--- src/rtl/jogo_memoria_param_pkg.sv ---
// Shared definitions for the parametrised memory game: FSM state codes,
// LFSR feedback mask and small width/step helpers.
package jogo_pkg;

    typedef enum logic [3:0] {
        INICIAL     = 4'd0,
        PREPARA     = 4'd1,
        EXIBE_ON    = 4'd2,
        EXIBE_OFF   = 4'd3,
        ESPERA      = 4'd4,
        REGISTRA    = 4'd5,
        COMPARA     = 4'd6,
        PROXIMA     = 4'd7,
        ADICIONA    = 4'd8,
        FIM_GANHOU  = 4'd9,
        FIM_PERDEU  = 4'd10,
        FIM_TIMEOUT = 4'd11
    } estado_t;

    // Taps 16/14/13/11 of a right-shifting Fibonacci LFSR sit at bits 0/2/3/5.
    localparam logic [15:0] LFSR_TAPS = 16'h002D;

    // Bits needed to hold values 0..m-1, never less than one.
    function automatic int largura(input int m);
        return (m > 1) ? $clog2(m) : 1;
    endfunction

    function automatic logic [15:0] lfsr_prox(input logic [15:0] s);
        return {^(s & LFSR_TAPS), s[15:1]};
    endfunction

endpackage

--- src/rtl/jogo_memoria_param_contador.sv ---
// Modulo-M counter with synchronous clear, count enable and a terminal flag
// that is only asserted while counting is enabled.
module contador_m
    import jogo_pkg::*;
#(
    parameter int M = 500
) (
    input  logic clock,
    input  logic reset,
    input  logic clr,
    input  logic en,
    output logic fim
);

    localparam int W = largura(M);
    localparam logic [W-1:0] ULTIMO = W'(M - 1);

    logic [W-1:0] cnt_reg;

    assign fim = en && (cnt_reg == ULTIMO);

    // Wrapping at the terminal count lets back-to-back phases share one timer.
    always_ff @(posedge clock or negedge reset) begin
        if (!reset) begin
            cnt_reg <= '0;
        end else if (clr) begin
            cnt_reg <= '0;
        end else if (en) begin
            cnt_reg <= (cnt_reg == ULTIMO) ? '0 : cnt_reg + 1'b1;
        end
    end

endmodule

--- src/rtl/jogo_memoria_param.sv ---
// Genius-style memory game controller: shows a growing one-hot sequence,
// checks the player's replay and appends a step from the player or an LFSR.
module jogo_memoria_param
    import jogo_pkg::*;
#(
    parameter int                  N_BOTOES     = 4,
    parameter int                  PROF         = 16,
    parameter int                  RODADAS_DEMO = 4,
    parameter int                  T_EXIBE      = 500,
    parameter int                  T_TIMEOUT    = 3000,
    parameter logic [N_BOTOES-1:0] SEQ0         = 1,
    parameter logic [15:0]         LFSR_SEED    = 16'hACE1
) (
    input  logic                       clock,
    input  logic                       reset,
    input  logic                       jogar,
    input  logic [N_BOTOES-1:0]        botoes,
    input  logic [2:0]                 configuracao,
    output logic                       ganhou,
    output logic                       perdeu,
    output logic                       pronto,
    output logic                       timeout,
    output logic [N_BOTOES-1:0]        leds,
    output logic [$clog2(PROF+1)-1:0]  rodada,
    output logic [3:0]                 db_estado
);

    localparam int RW = $clog2(PROF + 1);
    localparam int IW = largura(PROF);
    localparam int SW = largura(N_BOTOES);

    estado_t             estado_reg, estado_next;
    logic [RW-1:0]       rodada_reg, rodada_next;
    logic [IW-1:0]       index_reg, index_next;
    logic [2:0]          cfg_reg, cfg_next;
    logic [N_BOTOES-1:0] press_reg, press_next;
    logic [15:0]         lfsr_reg;
    logic                jogar_prev_reg;
    logic                botoes_prev_reg;

    logic [N_BOTOES-1:0] seq [PROF];
    logic                wr_en;
    logic [IW-1:0]       wr_addr;
    logic [N_BOTOES-1:0] wr_data;

    logic disp_clr, disp_en, disp_fim;
    logic tmo_clr, tmo_en, tmo_fim;

    logic          jogar_sobe;
    logic          press;
    logic          ultimo_idx;
    logic [RW-1:0] limite;

    function automatic logic um_quente(input logic [N_BOTOES-1:0] v);
        return (v != '0) && ((v & (v - 1'b1)) == '0);
    endfunction

    assign jogar_sobe = jogar && !jogar_prev_reg;
    assign press      = (|botoes) && !botoes_prev_reg;
    assign ultimo_idx = (RW'(index_reg) == (rodada_reg - RW'(1)));
    assign limite     = cfg_reg[0] ? RW'(RODADAS_DEMO) : RW'(PROF);

    contador_m #(.M(T_EXIBE)) u_disp (
        .clock (clock),
        .reset (reset),
        .clr   (disp_clr),
        .en    (disp_en),
        .fim   (disp_fim)
    );

    contador_m #(.M(T_TIMEOUT)) u_tmo (
        .clock (clock),
        .reset (reset),
        .clr   (tmo_clr),
        .en    (tmo_en),
        .fim   (tmo_fim)
    );

    always_ff @(posedge clock or negedge reset) begin
        if (!reset) begin
            estado_reg      <= INICIAL;
            rodada_reg      <= '0;
            index_reg       <= '0;
            cfg_reg         <= '0;
            press_reg       <= '0;
            jogar_prev_reg  <= 1'b0;
            botoes_prev_reg <= 1'b0;
            lfsr_reg        <= LFSR_SEED;
        end else begin
            estado_reg      <= estado_next;
            rodada_reg      <= rodada_next;
            index_reg       <= index_next;
            cfg_reg         <= cfg_next;
            press_reg       <= press_next;
            jogar_prev_reg  <= jogar;
            botoes_prev_reg <= |botoes;
            lfsr_reg        <= lfsr_prox(lfsr_reg);
        end
    end

    always_ff @(posedge clock or negedge reset) begin
        if (!reset) begin
            for (int i = 0; i < PROF; i++) begin
                seq[i] <= (i == 0) ? SEQ0 : '0;
            end
        end else if (wr_en) begin
            seq[wr_addr] <= wr_data;
        end
    end

    always_comb begin
        estado_next = estado_reg;
        rodada_next = rodada_reg;
        index_next  = index_reg;
        cfg_next    = cfg_reg;
        press_next  = press_reg;
        wr_en       = 1'b0;
        wr_addr     = IW'(rodada_reg);
        wr_data     = botoes;
        disp_clr    = 1'b1;
        disp_en     = 1'b0;
        tmo_clr     = 1'b1;
        tmo_en      = 1'b0;

        case (estado_reg)
            INICIAL, FIM_GANHOU, FIM_PERDEU, FIM_TIMEOUT: begin
                if (jogar_sobe) begin
                    cfg_next    = configuracao;
                    estado_next = PREPARA;
                end
            end
            PREPARA: begin
                wr_en       = 1'b1;
                wr_addr     = '0;
                wr_data     = SEQ0;
                rodada_next = RW'(1);
                index_next  = '0;
                estado_next = EXIBE_ON;
            end
            EXIBE_ON: begin
                disp_clr = 1'b0;
                disp_en  = 1'b1;
                if (disp_fim) begin
                    estado_next = EXIBE_OFF;
                end
            end
            EXIBE_OFF: begin
                disp_clr = 1'b0;
                disp_en  = 1'b1;
                if (disp_fim) begin
                    if (ultimo_idx) begin
                        index_next  = '0;
                        estado_next = ESPERA;
                    end else begin
                        index_next  = index_reg + 1'b1;
                        estado_next = EXIBE_ON;
                    end
                end
            end
            ESPERA: begin
                // A press restarts the idle window and beats a coincident timeout.
                tmo_clr = press;
                tmo_en  = 1'b1;
                if (press) begin
                    press_next  = botoes;
                    estado_next = REGISTRA;
                end else if (cfg_reg[1] && tmo_fim) begin
                    estado_next = FIM_TIMEOUT;
                end
            end
            REGISTRA: begin
                estado_next = COMPARA;
            end
            COMPARA: begin
                // seq only ever holds one-hot values, so multi-button presses fail here.
                if (press_reg != seq[index_reg]) begin
                    estado_next = FIM_PERDEU;
                end else if (ultimo_idx) begin
                    estado_next = PROXIMA;
                end else begin
                    index_next  = index_reg + 1'b1;
                    estado_next = ESPERA;
                end
            end
            PROXIMA: begin
                if (rodada_reg == limite) begin
                    estado_next = FIM_GANHOU;
                end else if (cfg_reg[2]) begin
                    wr_en       = 1'b1;
                    wr_data     = N_BOTOES'(1) << lfsr_reg[SW-1:0];
                    rodada_next = rodada_reg + 1'b1;
                    index_next  = '0;
                    estado_next = EXIBE_ON;
                end else begin
                    estado_next = ADICIONA;
                end
            end
            ADICIONA: begin
                tmo_clr = press;
                tmo_en  = 1'b1;
                if (press && um_quente(botoes)) begin
                    wr_en       = 1'b1;
                    rodada_next = rodada_reg + 1'b1;
                    index_next  = '0;
                    estado_next = EXIBE_ON;
                end else if (!press && cfg_reg[1] && tmo_fim) begin
                    estado_next = FIM_TIMEOUT;
                end
            end
            default: begin
                estado_next = INICIAL;
            end
        endcase
    end

    assign ganhou    = (estado_reg == FIM_GANHOU);
    assign perdeu    = (estado_reg == FIM_PERDEU) || (estado_reg == FIM_TIMEOUT);
    assign timeout   = (estado_reg == FIM_TIMEOUT);
    assign pronto    = ganhou || perdeu;
    assign leds      = (estado_reg == EXIBE_ON) ? seq[index_reg] : '0;
    assign rodada    = rodada_reg;
    assign db_estado = estado_reg;

endmodule
--- config.mk ---
export PLATFORM = sky130hd
export DESIGN_NAME = jogo_memoria_param
export DESIGN_NICKNAME = d
export VERILOG_FILES = /design/src/rtl/jogo_memoria_param_pkg.sv /design/src/rtl/jogo_memoria_param_contador.sv /design/src/rtl/jogo_memoria_param.sv
export SDC_FILE = /design/constraint.sdc
export NUM_CORES = 1
export LEC_CHECK = 0
export CAP_MARGIN = 20
export CORE_ASPECT_RATIO = 0.8
export CORE_MARGIN = 4
export CORE_UTILIZATION = 25
export DETAILED_ROUTE_END_ITERATION = 10
export MAX_ROUTING_LAYER = met4
export RECOVER_POWER = 100
export REMOVE_ABC_BUFFERS = 1
export SLEW_MARGIN = 20
export SYNTH_ARGS = -nofsm -noshare
export SYNTH_HDL_FRONTEND = slang
export SYNTH_SLANG_ARGS = --single-unit
--- constraint.sdc ---
create_clock -name clock -period 6.94 [get_ports clock]
set_input_delay 0.694 -clock clock [delete_from_list [all_inputs] [get_ports clock]]
set_output_delay 0.694 -clock clock [all_outputs]
set_load 0.03 [all_outputs]
Yosys cells after proc, flatten, opt, wreduce, memory -nomap -nowiden. Index checks and enable logic that the tools add are counted.

Register bits after elaboration: 123. Latch bits: 0. RAM bits: 0. Bits in read-only memories: 0. Bits of input ports: 10. Output and inout port bits: 17. Logic and storage cells: 147. Memories kept: 0.

Add/subtract/negate cells: 6. Multipliers: 0. Div/mod/pow operators: 0. Magnitude comparators: 3. Equality and inequality tests: 27. Shift-type cells: 1. Multiplexer cells: 50. Bitwise logic cells: 3. Reductions and logical operators: 31.

Operator list (count): 4-bit 2-to-1 mux (24); 64-bit bitwise mux (1); 12-bit 2-to-1 mux (3); 4-bit one-hot mux with 9 select lines (1); 9-bit 2-to-1 mux (3); 5-bit 2-to-1 mux (4); 4-bit one-hot mux with 5 select lines (1); 4-bit binary-select mux with 4-bit select (1); 4-bit demux with 4-bit select (1); 4-bit by 3-bit equality test with 1-bit output, second input constant (4); 4-bit equality test, second input constant (4); 2-bit != test, second input constant (8); 16-bit XOR reduction (1); 5-bit one-hot mux with 3 select lines (1); 12-bit by 1-bit adder with 12-bit output, second input constant (1); 12-bit equality test, second input constant (1); 5-bit >= comparator, second input constant (2); 1-bit logical AND (10); 4-bit NOT with 5-bit output (2); 9-bit by 1-bit adder with 9-bit output, second input constant (1); 9-bit equality test, second input constant (1); 4-bit by 2-bit equality test with 1-bit output, second input constant (2); 4-bit zero test (2); 4-bit one-hot mux with 2 select lines (1); 29 further kinds (41).

Depth between registers and ports, before layout. Gate-level depths: netlist of the first run.

Depth after elaboration: 8. Depth in mapped cells: 11. Gate-level depth less buffers: 10.

Cells and area by module. A second synthesis of the first run with hierarchy kept.

Cell total of the unflattened synthesis: 580. Area total of the unflattened synthesis: 6448.7 sq um.

Modules (own cells, without submodules): jogo_memoria_param (times used 1, cells an instance 454, area an instance 5253.8 sq um, sequential area each 2563.7 sq um); contador_m (u_tmo) (times used 1, cells an instance 69, area an instance 668.1 sq um, sequential area each 300.3 sq um); contador_m (u_disp) (times used 1, cells an instance 57, area an instance 526.8 sq um, sequential area each 225.2 sq um).

Worst setup path after synthesis of the first run. No wires, ideal clock.

Kind: flip-flop to flip-flop. Start: register rodada_reg[0], in the netlist rodada[0]. End: register index_reg[0]. Library setup time: 0.125 ns. Data arrival time: 2.835 ns. Required time: 6.815 ns. Setup slack: 3.980 ns. Cell stages (with the launch flop): 10. Path buffers: 0. Period minus slack after synthesis: 2.960 ns. Cell sequence: dfrtp_1 -> inv_1 -> ha_1 -> o21ba_2 -> a221o_1 -> a2111oi_4 -> a21oi_1 -> o22a_1 -> and3_4 -> mux2_2.

Cells in the longest elaborated chain, start to end: 5. Elaborated cells between the ends (all ways): 9.

Ends and longest elaborated chain: start, declared (RTL line jogo_memoria_param.sv:33) `logic [RW-1:0] rodada_reg, rodada_next;`; start signal, assigned (RTL line jogo_memoria_param.sv:91) `rodada_reg <= rodada_next;`; 5-bit by 1-bit subtractor with 5-bit output (RTL line jogo_memoria_param.sv:60) `assign ultimo_idx = (RW'(index_reg) == (rodada_reg - RW'(1)));`; 4-bit by 5-bit equality test with 1-bit output (RTL line jogo_memoria_param.sv:60); 4-bit 2-to-1 mux (RTL line jogo_memoria_param.sv:151) `if (ultimo_idx) begin`; 4-bit 2-to-1 mux (RTL line jogo_memoria_param.sv:150) `if (disp_fim) begin`; 4-bit one-hot mux with 5 select lines (RTL line jogo_memoria_param.sv:125) `case (estado_reg)`; end signal, assigned (RTL line jogo_memoria_param.sv:92) `index_reg <= index_next;`; end, declared (RTL line jogo_memoria_param.sv:34) `logic [IW-1:0] index_reg, index_next;`.

Parallel ways exist; a longest one is shown, timed or not. The select of a mux whose other input is x is not followed. A chain may end at the register's enable or synchronous reset.

Worst setup path in the final report of the first run.
Start: register index_reg[0]. End: output port leds[1].

Cells in the longest elaborated chain, start to end: 5.

Ends and longest elaborated chain: 4-bit NOT with 5-bit output (implied by the code) (RTL line jogo_memoria_param.sv:220) `assign leds = (estado_reg == EXIBE_ON) ? seq[index_reg] : '0;`; 4-bit binary-select mux with 4-bit select (RTL line jogo_memoria_param.sv:220); 4-bit 2-to-1 mux (implied by the code) (2 in series) (RTL line jogo_memoria_param.sv:220); 4-bit 2-to-1 mux (RTL line jogo_memoria_param.sv:220); end, declared (RTL line jogo_memoria_param.sv:23) `output logic [N_BOTOES-1:0] leds,`.

No other way between the ends. The select of a mux whose other input is x is not followed.

==> results of run 1 <==
[power by group through the flow]
stage	sequential [mW]	combinational [mW]	clock [mW]
global placement	0.736	0.0399	0
finish	0.723	0.0375	0.938
CTS	0.723	0.0397	0.957
detailed placement	0.736	0.0395	0
floorplan	0.735	0.0129	0
global route	0.723	0.0431	0.993
[worst register-to-register path: cells and delay by family, from the launching register on]
family | cells | cell delay, ns
mux | 2 | 0.94
simple gates | 2 | 0.42
compound gates | 3 | 1.09
flops | 1 | 1.57
[routing by layer]
metal	global-route usage	vias up	share of wire	routed length [um]
li1	-	2220	-	-
met1	0.172	2246	0.49	7420
met2	0.153	118	0.43	6530
met3	0.0258	22	0.061	912
met4	0.0324	0	0.012	179
met5	-	-	0	0
[placed cells by master (no fill, tap or decap), types with 6 or more instances in the layout]
| master | instances |
|---|---|
| nand2b_1 | 12 |
| nor2_1 | 103 |
| mux2_2 | 9 |
| o21ai_0 | 28 |
| dfstp_2 | 7 |
| xor2_1 | 11 |
| and3_1 | 6 |
| nand2_1 | 49 |
| dfrtp_1 | 114 |
| a21oi_1 | 52 |
| nand3_1 | 15 |
| dlygate4sd3_1 | 19 |
| nand4_1 | 6 |
| clkdlybuf4s50_1 | 6 |
| mux4_1 | 8 |
| clkbuf_16 | 17 |
| o22ai_1 | 6 |
| inv_1 | 12 |
| xnor2_1 | 21 |
| nor3_1 | 12 |
| mux4_2 | 11 |
| mux2i_1 | 16 |
| ha_1 | 6 |
[metrics by stage]
step           hold slack [ns]  area [um^2]  total power, mW
5_1_grt                  0.361         7450             1.76
2_1_floorplan            0.331         6180            0.748
3_3_place_gp             0.337         6860            0.776
4_1_cts                  0.317         7490             1.72
6_report                 0.349         7450             1.70
3_5_place_dp             0.338         6860            0.775
[synthesized netlist by cell type (2+ instances only)]
cell type | n | area (um^2)
nand3b_1 | 2 | 15.0
a211oi_1 | 4 | 30.0
nand4_1 | 6 | 37.5
or4_1 | 2 | 15.0
mux2_2 | 10 | 113
or3b_2 | 2 | 17.5
ha_1 | 6 | 75.1
o22ai_1 | 6 | 37.5
and3_1 | 6 | 37.5
buf_6 | 2 | 22.5
o21ba_2 | 2 | 20.0
buf_12 | 2 | 40.0
nand3_1 | 15 | 75.1
buf_2 | 4 | 20.0
a22oi_1 | 2 | 15.0
nor3b_1 | 3 | 22.5
nor2b_1 | 5 | 31.3
nor4_1 | 4 | 25.0
inv_1 | 12 | 45.0
xor2_1 | 11 | 96.3
o21a_1 | 5 | 37.5
a221o_1 | 2 | 20.0
a31oi_1 | 3 | 18.8
dfrtp_1 | 114 | 2850
a21boi_0 | 2 | 15.0
xnor2_1 | 21 | 184
or3_1 | 4 | 25.0
dfstp_2 | 9 | 236
a21oi_1 | 52 | 260
nor3_2 | 2 | 20.0
a21o_1 | 4 | 30.0
mux2i_1 | 16 | 160
o211ai_1 | 2 | 15.0
nand2_1 | 49 | 184
or2_2 | 2 | 12.5
o22a_1 | 2 | 17.5
nor2_1 | 103 | 387
mux4_1 | 8 | 210
clkbuf_1 | 18 | 67.6
o21ai_0 | 27 | 135
nor3_1 | 10 | 50.1
mux4_2 | 11 | 248
nand2b_1 | 12 | 75.1
[final cells by class]
class,instances,area (um^2)
Sequential cell,123,3090
Clock buffer,19,433
Tap cell,318,398
Clock inverter,13,193
Timing Repair Buffer,29,274
Multi-Input combinational cell,448,3020
Fill cell,2528,17200
Inverter,13,48.8
[kinds of logic after synthesis]
family                   count (synthesis)  share of synthesized area
AO/OA/AOI/OAI                          130                      0.132
multiplexers                            46                      0.119
AND/OR/NAND/NOR                        234                      0.173
XOR/XNOR                                32                     0.0442
buffers and inverters                   40                     0.0320
flip-flops                             123                      0.488
adder cells (fa/ha/maj)                  6                     0.0118
[worst max path at each step]
stage,start,endpoint,slack (ns)
2_1_floorplan,index_reg[0],leds[3],3.47
5_1_grt,reset,seq[18],1.90
6_report,index_reg[0],leds[1],2.21
3_5_place_dp,index_reg[2],leds[1],3.18
3_3_place_gp,index_reg[2],leds[1],3.20
4_1_cts,index_reg[2],leds[1],2.73
==> results.txt, run 1 <==
Status: complete, but fails checks
Failing checks: max-capacitance violations, max-slew violations
Post-synth ARST share: 1.00
ANT cells: 0
First-pass GRT wire length: 24400 um
WP depth: 5
Critical path startpoint category: register
Pwr Density: 228 nW/um^2
Critical R2R Launch: index_reg[0]
R2r endpoint: index_reg[0]
Initial antenna violation count: 0
Vias per inst: 4.78
GPL Wtd Cong: 0.849
Clock Root Buffer: clkbuf_16
Final Max Slew Viols: 161
WP data required: 6.25 ns
Initial Util: 0.257
Reg power frac: 0.426
Worst reg-to-reg setup slack: 2.84 ns
Clk slew on worst S/H paths: 0.05 ns
Total GRT Usage: 0.114
Clock latency on the worst-skew pair: 0.42 ns
Synth unique cells: 70
Setup Crit Path Kind: register to output port
Final #Nets: 648
Setup TNS: 0 ns
Max Freq: 211 MHz
Register area share after synthesis: 0.488
Part of the power in combinational logic: 0.022
YS warnings: 0
Post-synthesis register bit count: 123
Vias: 4606
Worst hold stages: 0
Final core occ: 0.303
Final setup margin: 2.21 ns
I/O pin count: 27
TritonCTS clock tree: yes
Core box area: 24600 um^2
Routed length per instance: 15.6 um
Post-route insts no fill: 963
Antenna viol nets, final: 0
Min-delay src: lfsr_reg[9]
Hold crit path type: register to register
P_leak: 3.11 nW
Synthesis-to-finish area growth: 17.7%
H-tree levels: 4
Vias in the first global route: 4396
RSZ-0062 raised after global routing: false
Post-CTS Resized: 0
Worst path top cell family by delay: flip-flops
CTS sink count: 123
Post-synth EDFFs: 0
Maximum VDD drop: 163 uV
Clock network power share: 0.552
Die area: 28000 um^2
Worst-path cell chain: mux4_1 > mux2_1 > nor2_1 > a211oi_1 > dlygate4sd3_1
Iteration count of the initial detailed-routing pass: 5
Fin crit share: 0.682
Int Power: 1.33 mW
Netlist Area Pre-Place: 6340 um^2
Setup Fix Bufs, Post-CTS: 0
Nature of the critical path endpoint: output port
Final setup fails: 0
Switch share: 0.215
Drt total wl: 15000 um
Placed cell count: 931
Post-DP HPWL: 10300 um
Worst slew pin tran: 2.68 ns
Largest register FFs: 64
Number of buffers created by CTS: 17
WP data arrival: 4.04 ns
Port Buffers: 26
Syn Area/Cell: 10.4 um^2
Crit-path max cell delay: 1.57 ns
Die Span Y: 150 um
Worst-path fanout max: 34
Slew headroom: -0.788
Hold EP: lfsr_reg[8]
CP max stage cell: dfrtp_1
Endpoints failing hold: 0
NetSw: 0.365 mW
Core Rows: 51
Max Root-Sink Buffers: 2
Buf/Inv on CP: 1
Syn Inst Count: 611
Overflow after GRT: 0
Maxcap violations: 3
Number of hold buffers added after cts: 0
Ys flop type: dfrtp_1
Proportion of layout cells with a drive suffix above 1: 0.112
DRC viols: 0
Die X: 186 um
Fin Clk Skew: 0.0116 ns
Largest net degree at the start of global routing: 74
Fin crit period: 4.73 ns
Setup WS pre-CTS: 3.18 ns
Number of DRC markers in iteration 0: 483
Cells on worst reg2reg path: 7
Power figures use the tool's default switching activity.
==> inputs of run 2 (changes only) <==
clock period = 4.23 ns   (was 6.94 ns; I/O delays follow)
==> run 2 against run 1 <==
The flow still finishes with violations (max-capacitance violations, max-slew violations). Via count up 1.7%. Non-clock buffer count up 6. Core utilization down 0.18 points. Global-route usage up 0.71 points. Sequential power up 65%. Sequential share of layout area up 0.24 points. Clock skew down 0.0013 ns. Wire length up 5.4%. Combinational power up 70%. Critical path depth up 1. Critical path type unchanged. Highest routed layer unchanged.
==> results.txt, run 2 (same netlist as run 1, synthesis figures left out) <==
Status: complete, but fails checks (unchanged)
Max Freq: 257 MHz
Total GRT Usage: 0.122 (was 0.114)
Fin Hold WS: 0.353 ns (was 0.349 ns)
Worst-path fanout max: 19 (was 34)
Fin crit period: 3.90 ns
Number of hold buffers added after cts: 0 (unchanged)
P_leak: 3.09 nW (was 3.11 nW)
Synthesis-to-finish area growth: 17.0% (was 17.7%)
TritonCTS clock tree: yes (unchanged)
Failing checks: max-capacitance violations, max-slew violations (unchanged)
Nature of the critical path endpoint: output port (unchanged)
Critical path startpoint category: register (unchanged)
Largest net degree at the start of global routing: 71 (was 74)
Core Rows: 51 (unchanged)
Port Buffers: 26 (unchanged)
Setup Crit Path Kind: register to output port (unchanged)
Fin Clk Skew: 0.0104 ns (was 0.0116 ns)
Maxcap violations: 2 (was 3)
Pwr Density: 349 nW/um^2 (was 228 nW/um^2)
Routed length per instance: 16.3 um (was 15.6 um)
Proportion of layout cells with a drive suffix above 1: 0.117 (was 0.112)
ANT cells: 0 (unchanged)
Hold crit path type: register to register (unchanged)
Number of buffers created by CTS: 17 (unchanged)
WP data arrival: 3.47 ns (was 4.04 ns)
Die X: 186 um (unchanged)
Initial Util: 0.257 (unchanged)
WP data required: 3.81 ns (was 6.25 ns)
Most frequent cells in the layout: dfrtp_1, nor2_1, a21oi_1, nand2_1, o21ai_0 (unchanged)
Die Span Y: 150 um (unchanged)
DRC viols: 0 (unchanged)
Setup Fix Bufs, Post-CTS: 0 (unchanged)
Vias: 4682 (was 4606)
Final setup margin: 0.332 ns (was 2.21 ns)
Setup WS pre-CTS: 0.915 ns (was 3.18 ns)
Clock latency on the worst-skew pair: 0.42 ns (about the same)
Core box area: 24600 um^2 (unchanged)
Max Root-Sink Buffers: 2 (unchanged)
Commonest non-fill, non-tap cell in the layout: dfrtp_1 (unchanged)
Post-DP HPWL: 11100 um (was 10300 um)
Clk slew on worst S/H paths: 0.06 ns (was 0.05 ns)
Vias per inst: 4.83 (was 4.78)
Initial antenna violation count: 0 (unchanged)
GPL Wtd Cong: 0.878 (was 0.849)
Largest register FFs: 64 (unchanged)
Iteration count of the initial detailed-routing pass: 4 (was 5)
Worst slew pin tran: 1.77 ns (was 2.68 ns)
Drt total wl: 15800 um (was 15000 um)
CTS sink count: 123 (unchanged)
Overflow after GRT: 0 (unchanged)
Slew headroom: -0.182 (was -0.788)
First-pass GRT wire length: 25800 um (was 24400 um)
Setup TNS: 0 ns (unchanged)
Final setup fails: 0 (unchanged)
Fin crit share: 0.921
I/O pin count: 27 (unchanged)
Final Max Slew Viols: 100 (was 161)
Post-CTS Resized: 0 (unchanged)
RSZ-0062 raised after global routing: false (unchanged)
Die area: 28000 um^2 (unchanged)
Antenna viol nets, final: 0 (unchanged)
Maximum VDD drop: 252 uV (was 163 uV)
Tot Pwr: 2.58 mW (was 1.70 mW)
Number of DRC markers in iteration 0: 377 (was 483)
Final #Nets: 654 (was 648)
Endpoints failing hold: 0 (unchanged)
Vias in the first global route: 4499 (was 4396)
Clock Root Buffer: clkbuf_16 (unchanged)
H-tree levels: 4 (unchanged)
-- run 2: cell types whose count changed in the layout (fill, tap and decap cells not counted), sizes merged --
cell	before	now
clkbuf	21	22
dlygate4sd3	19	18
clkdlybuf4s50	6	7
inv	13	17
buf	2	6
bufinv	4	0
clkinvlp	2	4
clkinv	7	6
-- run 2: area by class of cell --
type / instances / area (um^2)
clock inverters: 14 / 114
well taps: 318 / 398
clock buffers: 18 / 429
flip-flops and latches: 123 / 3090
inverters: 13 / 48.8
multi-input cells: 448 / 3010
repair buffers: 35 / 324
fillers: 2539 / 17200
-- run 2: critical path, cell delays in order, from the launching register on --
cell	delay, ns
dfrtp_1	0.95
buf_12	0.27
mux4_1	0.57
mux2_2	0.33
nor2_1	0.10
a211oi_1	0.08
dlygate4sd3_1	0.74
-- run 2: final timing paths --
check                              from  cells after the start  slack [ns]                 to
max in group asynchronous         reset                      2        1.48  u_disp.cnt_reg[0]
max reg2reg                index_reg[0]                      9        0.60       index_reg[0]
min                        lfsr_reg[12]                      0        0.35       lfsr_reg[11]
max                        index_reg[0]                      6        0.33            leds[1]
min in group asynchronous         reset                      1        0.47        lfsr_reg[2]
min reg2reg                lfsr_reg[12]                      0        0.35       lfsr_reg[11]
-- run 2: through the flow --
step                      utilization  cell area (um^2)  std cells
final                           0.301              7410        969
after global routing            0.301              7410        969
after CTS                       0.303              7450        968
after detailed placement        0.281              6910        936
after global placement          0.281              6910        936
after floorplan                     -              6180        584
-- run 2: power breakdown --
part           switching (mW)  internal (mW)  total, mW
clock                   0.575          0.758       1.33
sequential            0.00437           1.18       1.19
combinational          0.0477         0.0161     0.0638
total                   0.627           1.96       2.58
-- run 2: routing by layer --
| layer | track usage | part of all wire | vias to the layer above |
|---|---|---|---|
| li1 | - | - | 2229 |
| met1 | 0.180 | 0.50 | 2316 |
| met2 | 0.163 | 0.43 | 120 |
| met3 | 0.0357 | 0.057 | 17 |
| met4 | 0.0288 | 0.012 | 0 |
| met5 | - | 0 | - |
